===== src/rtl/hpf_mc.sv =====
// ============================================================================
// Module      : hpf_mc
// Description : Time-multiplexed multi-channel first-order DC-blocking HPF with
//               per-channel priming/clear and a 2-stage forwarded pipeline.
//               Build option HPF_MC_SATURATE_EN: saturate y_out instead of wrap.
// Revision    : 1.0 - initial release
// ============================================================================
`default_nettype none

module hpf_mc #(
    parameter int WIDTH    = 10,
    parameter int CHANNELS = 4,
    parameter int SHIFT    = 5,
    parameter int FRAC     = 6,
    parameter int CHW      = (CHANNELS > 1) ? $clog2(CHANNELS) : 1
) (
    input  logic             clk,
    input  logic             rst_n,
    input  logic             en,
    input  logic             in_valid,
    input  logic [CHW-1:0]   in_ch,
    input  logic [WIDTH-1:0] x_in,
    input  logic             clear_ch,
    input  logic [CHW-1:0]   clear_idx,
    output logic             out_valid,
    output logic [CHW-1:0]   out_ch,
    output logic [WIDTH-1:0] y_out
);

    localparam int IDXW = (CHANNELS > 1) ? $clog2(CHANNELS) : 1;
    localparam int ACCW = WIDTH + FRAC + 2;
    localparam int SUMW = ACCW + 2;
    localparam logic [CHW:0] NCH = (CHW + 1)'(CHANNELS);

    logic             s1_valid_q, s1_valid_d;
    logic [CHW-1:0]   s1_ch_q, s1_ch_d;
    logic [WIDTH-1:0] s1_x_q, s1_x_d;

    logic             s2_valid_q, s2_valid_d;
    logic [CHW-1:0]   s2_ch_q, s2_ch_d;
    logic [WIDTH-1:0] s2_x_q, s2_x_d;
    logic [ACCW-1:0]  s2_acc_q, s2_acc_d;
    logic [WIDTH-1:0] s2_xprev_q, s2_xprev_d;
    logic             s2_primed_q, s2_primed_d;

    logic [ACCW-1:0]     acc_q [CHANNELS];
    logic [ACCW-1:0]     acc_d [CHANNELS];
    logic [WIDTH-1:0]    xprev_q [CHANNELS];
    logic [WIDTH-1:0]    xprev_d [CHANNELS];
    logic [CHANNELS-1:0] primed_q, primed_d;

    logic             out_valid_q, out_valid_d;
    logic [CHW-1:0]   out_ch_q, out_ch_d;
    logic [WIDTH-1:0] y_out_q, y_out_d;

    logic                   w_accept;
    logic                   w_clr_ok;
    logic [WIDTH:0]         w_d;
    logic [SUMW-1:0]        w_d_ext;
    logic [SUMW-1:0]        w_sum;
    logic signed [ACCW-1:0] w_acc_sh;
    logic [ACCW-1:0]        w_acc_sat;
    logic [ACCW-1:0]        w_acc_new;
    logic [WIDTH-1:0]       w_y;
`ifdef HPF_MC_SATURATE_EN
    logic [ACCW-FRAC-1:0]   w_yfull;
`endif

    assign w_accept = in_valid & en & ({1'b0, in_ch} < NCH);
    assign w_clr_ok = clear_ch & ({1'b0, clear_idx} < NCH);

    // Filter datapath for the sample held in S2
    always_comb begin
        w_d      = {s2_x_q[WIDTH-1], s2_x_q} - {s2_xprev_q[WIDTH-1], s2_xprev_q};
        w_d_ext  = {{(SUMW-WIDTH-1){w_d[WIDTH]}}, w_d} << FRAC;
        w_acc_sh = $signed(s2_acc_q) >>> SHIFT;
        w_sum    = {{2{s2_acc_q[ACCW-1]}}, s2_acc_q} + w_d_ext
                 - {{2{w_acc_sh[ACCW-1]}}, w_acc_sh};
        if (w_sum[SUMW-1:ACCW-1] == {(SUMW-ACCW+1){w_sum[SUMW-1]}}) begin
            w_acc_sat = w_sum[ACCW-1:0];
        end else begin
            w_acc_sat = w_sum[SUMW-1] ? {1'b1, {(ACCW-1){1'b0}}} : {1'b0, {(ACCW-1){1'b1}}};
        end
        // First sample of a channel only latches x; output and acc stay zero
        w_acc_new = s2_primed_q ? w_acc_sat : '0;
`ifdef HPF_MC_SATURATE_EN
        w_yfull = w_acc_new[ACCW-1:FRAC];
        if (w_yfull[ACCW-FRAC-1:WIDTH-1] == {(ACCW-FRAC-WIDTH+1){w_yfull[ACCW-FRAC-1]}}) begin
            w_y = w_yfull[WIDTH-1:0];
        end else begin
            w_y = w_yfull[ACCW-FRAC-1] ? {1'b1, {(WIDTH-1){1'b0}}} : {1'b0, {(WIDTH-1){1'b1}}};
        end
`else
        w_y = w_acc_new[FRAC+WIDTH-1:FRAC];
`endif
    end

    // S1 -> S2 state fetch: a clear this edge beats S2 forwarding, which beats the array
    always_comb begin
        s1_valid_d = w_accept;
        s1_ch_d    = w_accept ? in_ch : s1_ch_q;
        s1_x_d     = w_accept ? x_in : s1_x_q;
        s2_valid_d = s1_valid_q;
        s2_ch_d    = s1_ch_q;
        s2_x_d     = s1_x_q;
        if (w_clr_ok && (clear_idx == s1_ch_q)) begin
            s2_acc_d    = '0;
            s2_xprev_d  = '0;
            s2_primed_d = 1'b0;
        end else if (s2_valid_q && (s2_ch_q == s1_ch_q)) begin
            s2_acc_d    = w_acc_new;
            s2_xprev_d  = s2_x_q;
            s2_primed_d = 1'b1;
        end else begin
            s2_acc_d    = acc_q[s1_ch_q[IDXW-1:0]];
            s2_xprev_d  = xprev_q[s1_ch_q[IDXW-1:0]];
            s2_primed_d = primed_q[s1_ch_q[IDXW-1:0]];
        end
    end

    always_comb begin
        acc_d    = acc_q;
        xprev_d  = xprev_q;
        primed_d = primed_q;
        if (s2_valid_q) begin
            acc_d[s2_ch_q[IDXW-1:0]]    = w_acc_new;
            xprev_d[s2_ch_q[IDXW-1:0]]  = s2_x_q;
            primed_d[s2_ch_q[IDXW-1:0]] = 1'b1;
        end
        if (w_clr_ok) begin
            acc_d[clear_idx[IDXW-1:0]]    = '0;
            xprev_d[clear_idx[IDXW-1:0]]  = '0;
            primed_d[clear_idx[IDXW-1:0]] = 1'b0;
        end
        out_valid_d = s2_valid_q;
        out_ch_d    = s2_valid_q ? s2_ch_q : out_ch_q;
        y_out_d     = s2_valid_q ? w_y : y_out_q;
    end

    always_ff @(posedge clk) begin
        if (!rst_n) begin
            s1_valid_q  <= 1'b0;
            s1_ch_q     <= '0;
            s1_x_q      <= '0;
            s2_valid_q  <= 1'b0;
            s2_ch_q     <= '0;
            s2_x_q      <= '0;
            s2_acc_q    <= '0;
            s2_xprev_q  <= '0;
            s2_primed_q <= 1'b0;
            acc_q       <= '{default: '0};
            xprev_q     <= '{default: '0};
            primed_q    <= '0;
            out_valid_q <= 1'b0;
            out_ch_q    <= '0;
            y_out_q     <= '0;
        end else begin
            s1_valid_q  <= s1_valid_d;
            s1_ch_q     <= s1_ch_d;
            s1_x_q      <= s1_x_d;
            s2_valid_q  <= s2_valid_d;
            s2_ch_q     <= s2_ch_d;
            s2_x_q      <= s2_x_d;
            s2_acc_q    <= s2_acc_d;
            s2_xprev_q  <= s2_xprev_d;
            s2_primed_q <= s2_primed_d;
            acc_q       <= acc_d;
            xprev_q     <= xprev_d;
            primed_q    <= primed_d;
            out_valid_q <= out_valid_d;
            out_ch_q    <= out_ch_d;
            y_out_q     <= y_out_d;
        end
    end

    assign out_valid = out_valid_q;
    assign out_ch    = out_ch_q;
    assign y_out     = y_out_q;

endmodule

`default_nettype wire


===== config.mk =====
export PLATFORM = sky130hd
export DESIGN_NAME = hpf_mc
export DESIGN_NICKNAME = d
export VERILOG_FILES = /design/src/rtl/hpf_mc.sv
export SDC_FILE = /design/constraint.sdc
export NUM_CORES = 1
export LEC_CHECK = 0
export CAP_MARGIN = 20
export CORE_MARGIN = 2
export CORE_UTILIZATION = 45
export CTS_BUF_LIST = sky130_fd_sc_hd__clkbuf_8
export CTS_CLUSTER_SIZE = 12
export DETAILED_ROUTE_END_ITERATION = 8
export GPL_TIMING_DRIVEN = 1
export SYNTH_ARGS = -nofsm -noshare
export SYNTH_HDL_FRONTEND = slang
export SYNTH_SLANG_ARGS = --single-unit

===== constraint.sdc =====
create_clock -name clk -period 4.7 [get_ports clk]
set_input_delay 0.705 -clock clk [delete_from_list [all_inputs] [get_ports clk]]
set_output_delay 0.705 -clock clk [all_outputs]
set_load 0.02 [all_outputs]

==> metrics.yaml <==
run_status:
  run_status: "finished clean"
pwr:
  powerDensity_mw_per_mm2: 404
  p_leak_nw: 3.75
  comb_power_share_pct: 34.9
  power_w: 0.00412
  ir_drop_uv: 200
  p_seq_share_pct: 38.8
  p_sw_share_pct: 36.0
  p_switching_w: 0.00148
  internal_power_w: 0.00264
  p_clk_share_pct: 26.2
cts:
  ctsRootBufferMaster: "clkbuf_8"
  numCtsBuffers: 17
  cts_tree: "built"
  clock-sinks: 184
  cts_hold_buffers: 0
  path_clk_slew_ns: 0.10
  insertion_delay_ns: 0.48
  cts_buffer_depth: 2
  htreeDepth: 4
logic_synthesis:
  mappedNetlistArea_mm2: 0.00858
  synthTopCellsByArea: "dfxtp_1 (43%), nand2_1 (8.0%), mux4_2 (7.6%)"
  netlist_instances: 963
  yosysTopAreaCellShare_pct: 42.9
  yosys_warnings: 0
  async_flop_share_pct: 0
  seq_area_frac_synth_pct: 42.9
  yosys.area.top_type: "dfxtp_1"
  postSynthAreaPerCell_um2: 8.91
  synth_edf_count: 0
  ys_seq_elements: 184
  ys_types: 55
  syn_nets: 1028
  ys.flop_type: "dfxtp_1"
timing:
  setup_viol: 0
  hold_viol_final: 0
  slew_viol_final: 0
  fmax_mhz: 214
  slew_headroom_pct: 24.9
  rsz0062_at_grt: "true"
  tightest_slew_ns: 1.12
  period_minus_slack_ns: 4.67
  fin_skew_ns: 0.0115
  finalCritPeriodShare_pct: 99.3
  whs_ns: 0.439
placed_design:
  hpwl_mm: 16.0
  portBuffers: 31
  dpl_cell_area_mm2: 0.00942
  place_congestion: 0.819
setup_path:
  critPathLaunchType: "flip-flop"
  critPathRequiredTime_ns: 5.12
  end_kind: "flip-flop"
  critPathMaxFanout: 7
  critical_path_class: "flip-flop to flip-flop"
  worstPathArrival_ns: 5.08
drt:
  wirelength_mm: 23.1
  firstDrtPassIters: 5
  drtIter0Drc: 421
  vias_per_cell: 5.57
  vias: 7088
  remaining_drc_errors: 0
  wire_per_inst_um: 18.2
  final_antenna_net_count: 0
hold_path:
  hold_path_class: "flip-flop to flip-flop"
global_routing:
  grt_pass1_wl_mm: 37.3
  track_usage_pct: 24.0
  grt_pass1_vias: 6690
  grt_max_degree: 29
  antenna_found_initial: 0
  overflow: 0
floorplanning:
  row_count: 50
  die-area_mm2: 0.0202
  io_pins: 32
  die_w_um: 142
  die_h_um: 142
  start_util_pct: 45.9
  core_mm2: 0.0187
cells_and_area:
  layout-drive-gt1-share_pct: 19.8
  area_growth_pct: 18.7
  final_area_mm2: 0.0102
  fin_nets: 1091
  fill_cells: 1712
  diodes: 0
flow_run:
  cap_violations: 0
-- layout by cell type, fill, tap and decap left out, drive strengths merged, types with 22 or more instances in the layout --
| cell type | synthesis | final |
|---|---|---|
| nor2 | 48 | 48 |
| mux4 | 29 | 29 |
| a21oi | 78 | 78 |
| clkdlybuf4s50 | 0 | 31 |
| inv | 58 | 65 |
| buf | 11 | 60 |
| and2 | 22 | 22 |
| nand3 | 32 | 32 |
| ha | 33 | 33 |
| dfxtp | 184 | 184 |
| o21ai | 91 | 91 |
| nand2 | 185 | 185 |
-- metal layers --
metal	part of all wire, %	global-route usage, %
met2	43	34.8
met3	6.6	5.85
met1	49	35.9
met5	0	0
met4	1.2	5.42
-- per-stage QoR --
step	setup TNS, ns	worst slack [ns]	std cells	util (%)
CTS	0	0.0000173	1269	53.2
global route	-5.07	-0.168	1273	54.5
floorplan	0	0.0156	963	-
detailed placement	-6.07	-0.152	1232	50.3
finish	0	0.0342	1273	54.5
global placement	-1.61	-0.0694	1232	50.3
-- cell usage after synthesis (4+ instances only) --
library cell	count
o21ai_2	4
buf_6	4
nor2b_1	6
fa_1	13
a211oi_1	16
a21o_1	11
xnor2_1	16
buf_2	4
and3_1	4
nand3_1	32
nand2_1	183
a22o_1	4
o22a_1	13
a31o_2	4
o21ai_0	37
ha_1	33
or3_1	4
and2_1	22
dfxtp_1	184
a21oi_1	78
nand2b_1	5
xor2_1	5
nor3_1	8
mux4_2	29
o21ai_1	50
o21a_1	5
nor2_1	48
inv_1	58
clkbuf_1	39
-- worst paths after layout --
check | start | to | slack [ns] | cells after the start
worst max-delay path | s2_x_q[0] | acc_q[30] | 0.03 | 22
worst min-delay path | s1_valid_q | out_valid_d | 0.44 | 1
worst min register to register | s1_valid_q | out_valid_d | 0.44 | 1
worst max register to register | s2_x_q[0] | acc_q[30] | 0.03 | 22
-- what timing repair did --
| action | 4_1_cts | 5_1_grt |
|---|---|---|
| gates cloned | 1 | 1 |
| pin swaps | 18 | 26 |
| gates resized for setup | 24 | 58 |
| setup endpoints to repair | 90 | 95 |
| buffers inserted | 4 | 1 |
-- power by group through the flow --
stage	logic [W]	registers [W]	clock network, W
floorplan	0.000718	0.00162	0
global placement	0.00118	0.00164	0
detailed placement	0.00118	0.00164	0
CTS	0.00126	0.00160	0.00110
global route	0.00157	0.00160	0.00116
finish	0.00144	0.00160	0.00108
-- worst max-delay path, stage by stage, from the launching register on --
cell      delay [ns]
dfxtp_2         0.34
inv_2           0.06
ha_4            0.12
inv_2           0.04
fa_2            0.34
a21o_1          0.18
a21oi_2         0.15
o21ai_1         0.10
a21oi_2         0.14
o21bai_1        0.08
a21o_1          0.19
xnor2_2         0.14
fa_1            0.50
inv_2           0.05
ha_4            0.27
nand2_4         0.05
or3_4           0.33
o31a_1          0.33
o311ai_4        0.27
nand2_2         0.15
buf_6           0.16
or3_4           0.47
o21ai_2         0.15
-- kinds of logic after synthesis --
| group | share of synthesized area, % |
|---|---|
| muxes | 7.72 |
| adders and majority gates | 7.84 |
| xor gates and xnor gates | 2.14 |
| and+or+nand+nor | 16.8 |
| buffers and inverters | 5.13 |
| DFF | 42.9 |
| AOI/OAI and AO/OA | 17.4 |
-- state kept, by name, indices dropped and copies added (netlist names) --
register	count
s2_xprev_q	10
y_out	10
out_valid_d	1
s1_valid_q	1
s2_acc_q	18
primed_q	4
s2_ch_q	2
s2_x_q	10
xprev_q	40
out_ch	2
out_valid	1
acc_q	72
s1_ch_q	2
s1_x_q	10
s2_primed_q	1
-- area by class of cell --
class / instances / area [µm²] / share of cell area (%)
Sequential cell: 184 / 3690 / 36.2
Multi-Input combinational cell: 673 / 4790 / 47.1
Inverter: 58 / 218 / 2.14
Tap cell: 234 / 293 / 2.87
Clock buffer: 17 / 234 / 2.30
Clock inverter: 15 / 164 / 1.61
Timing Repair Buffer: 92 / 798 / 7.83
(Power assumes the default switching activity.)
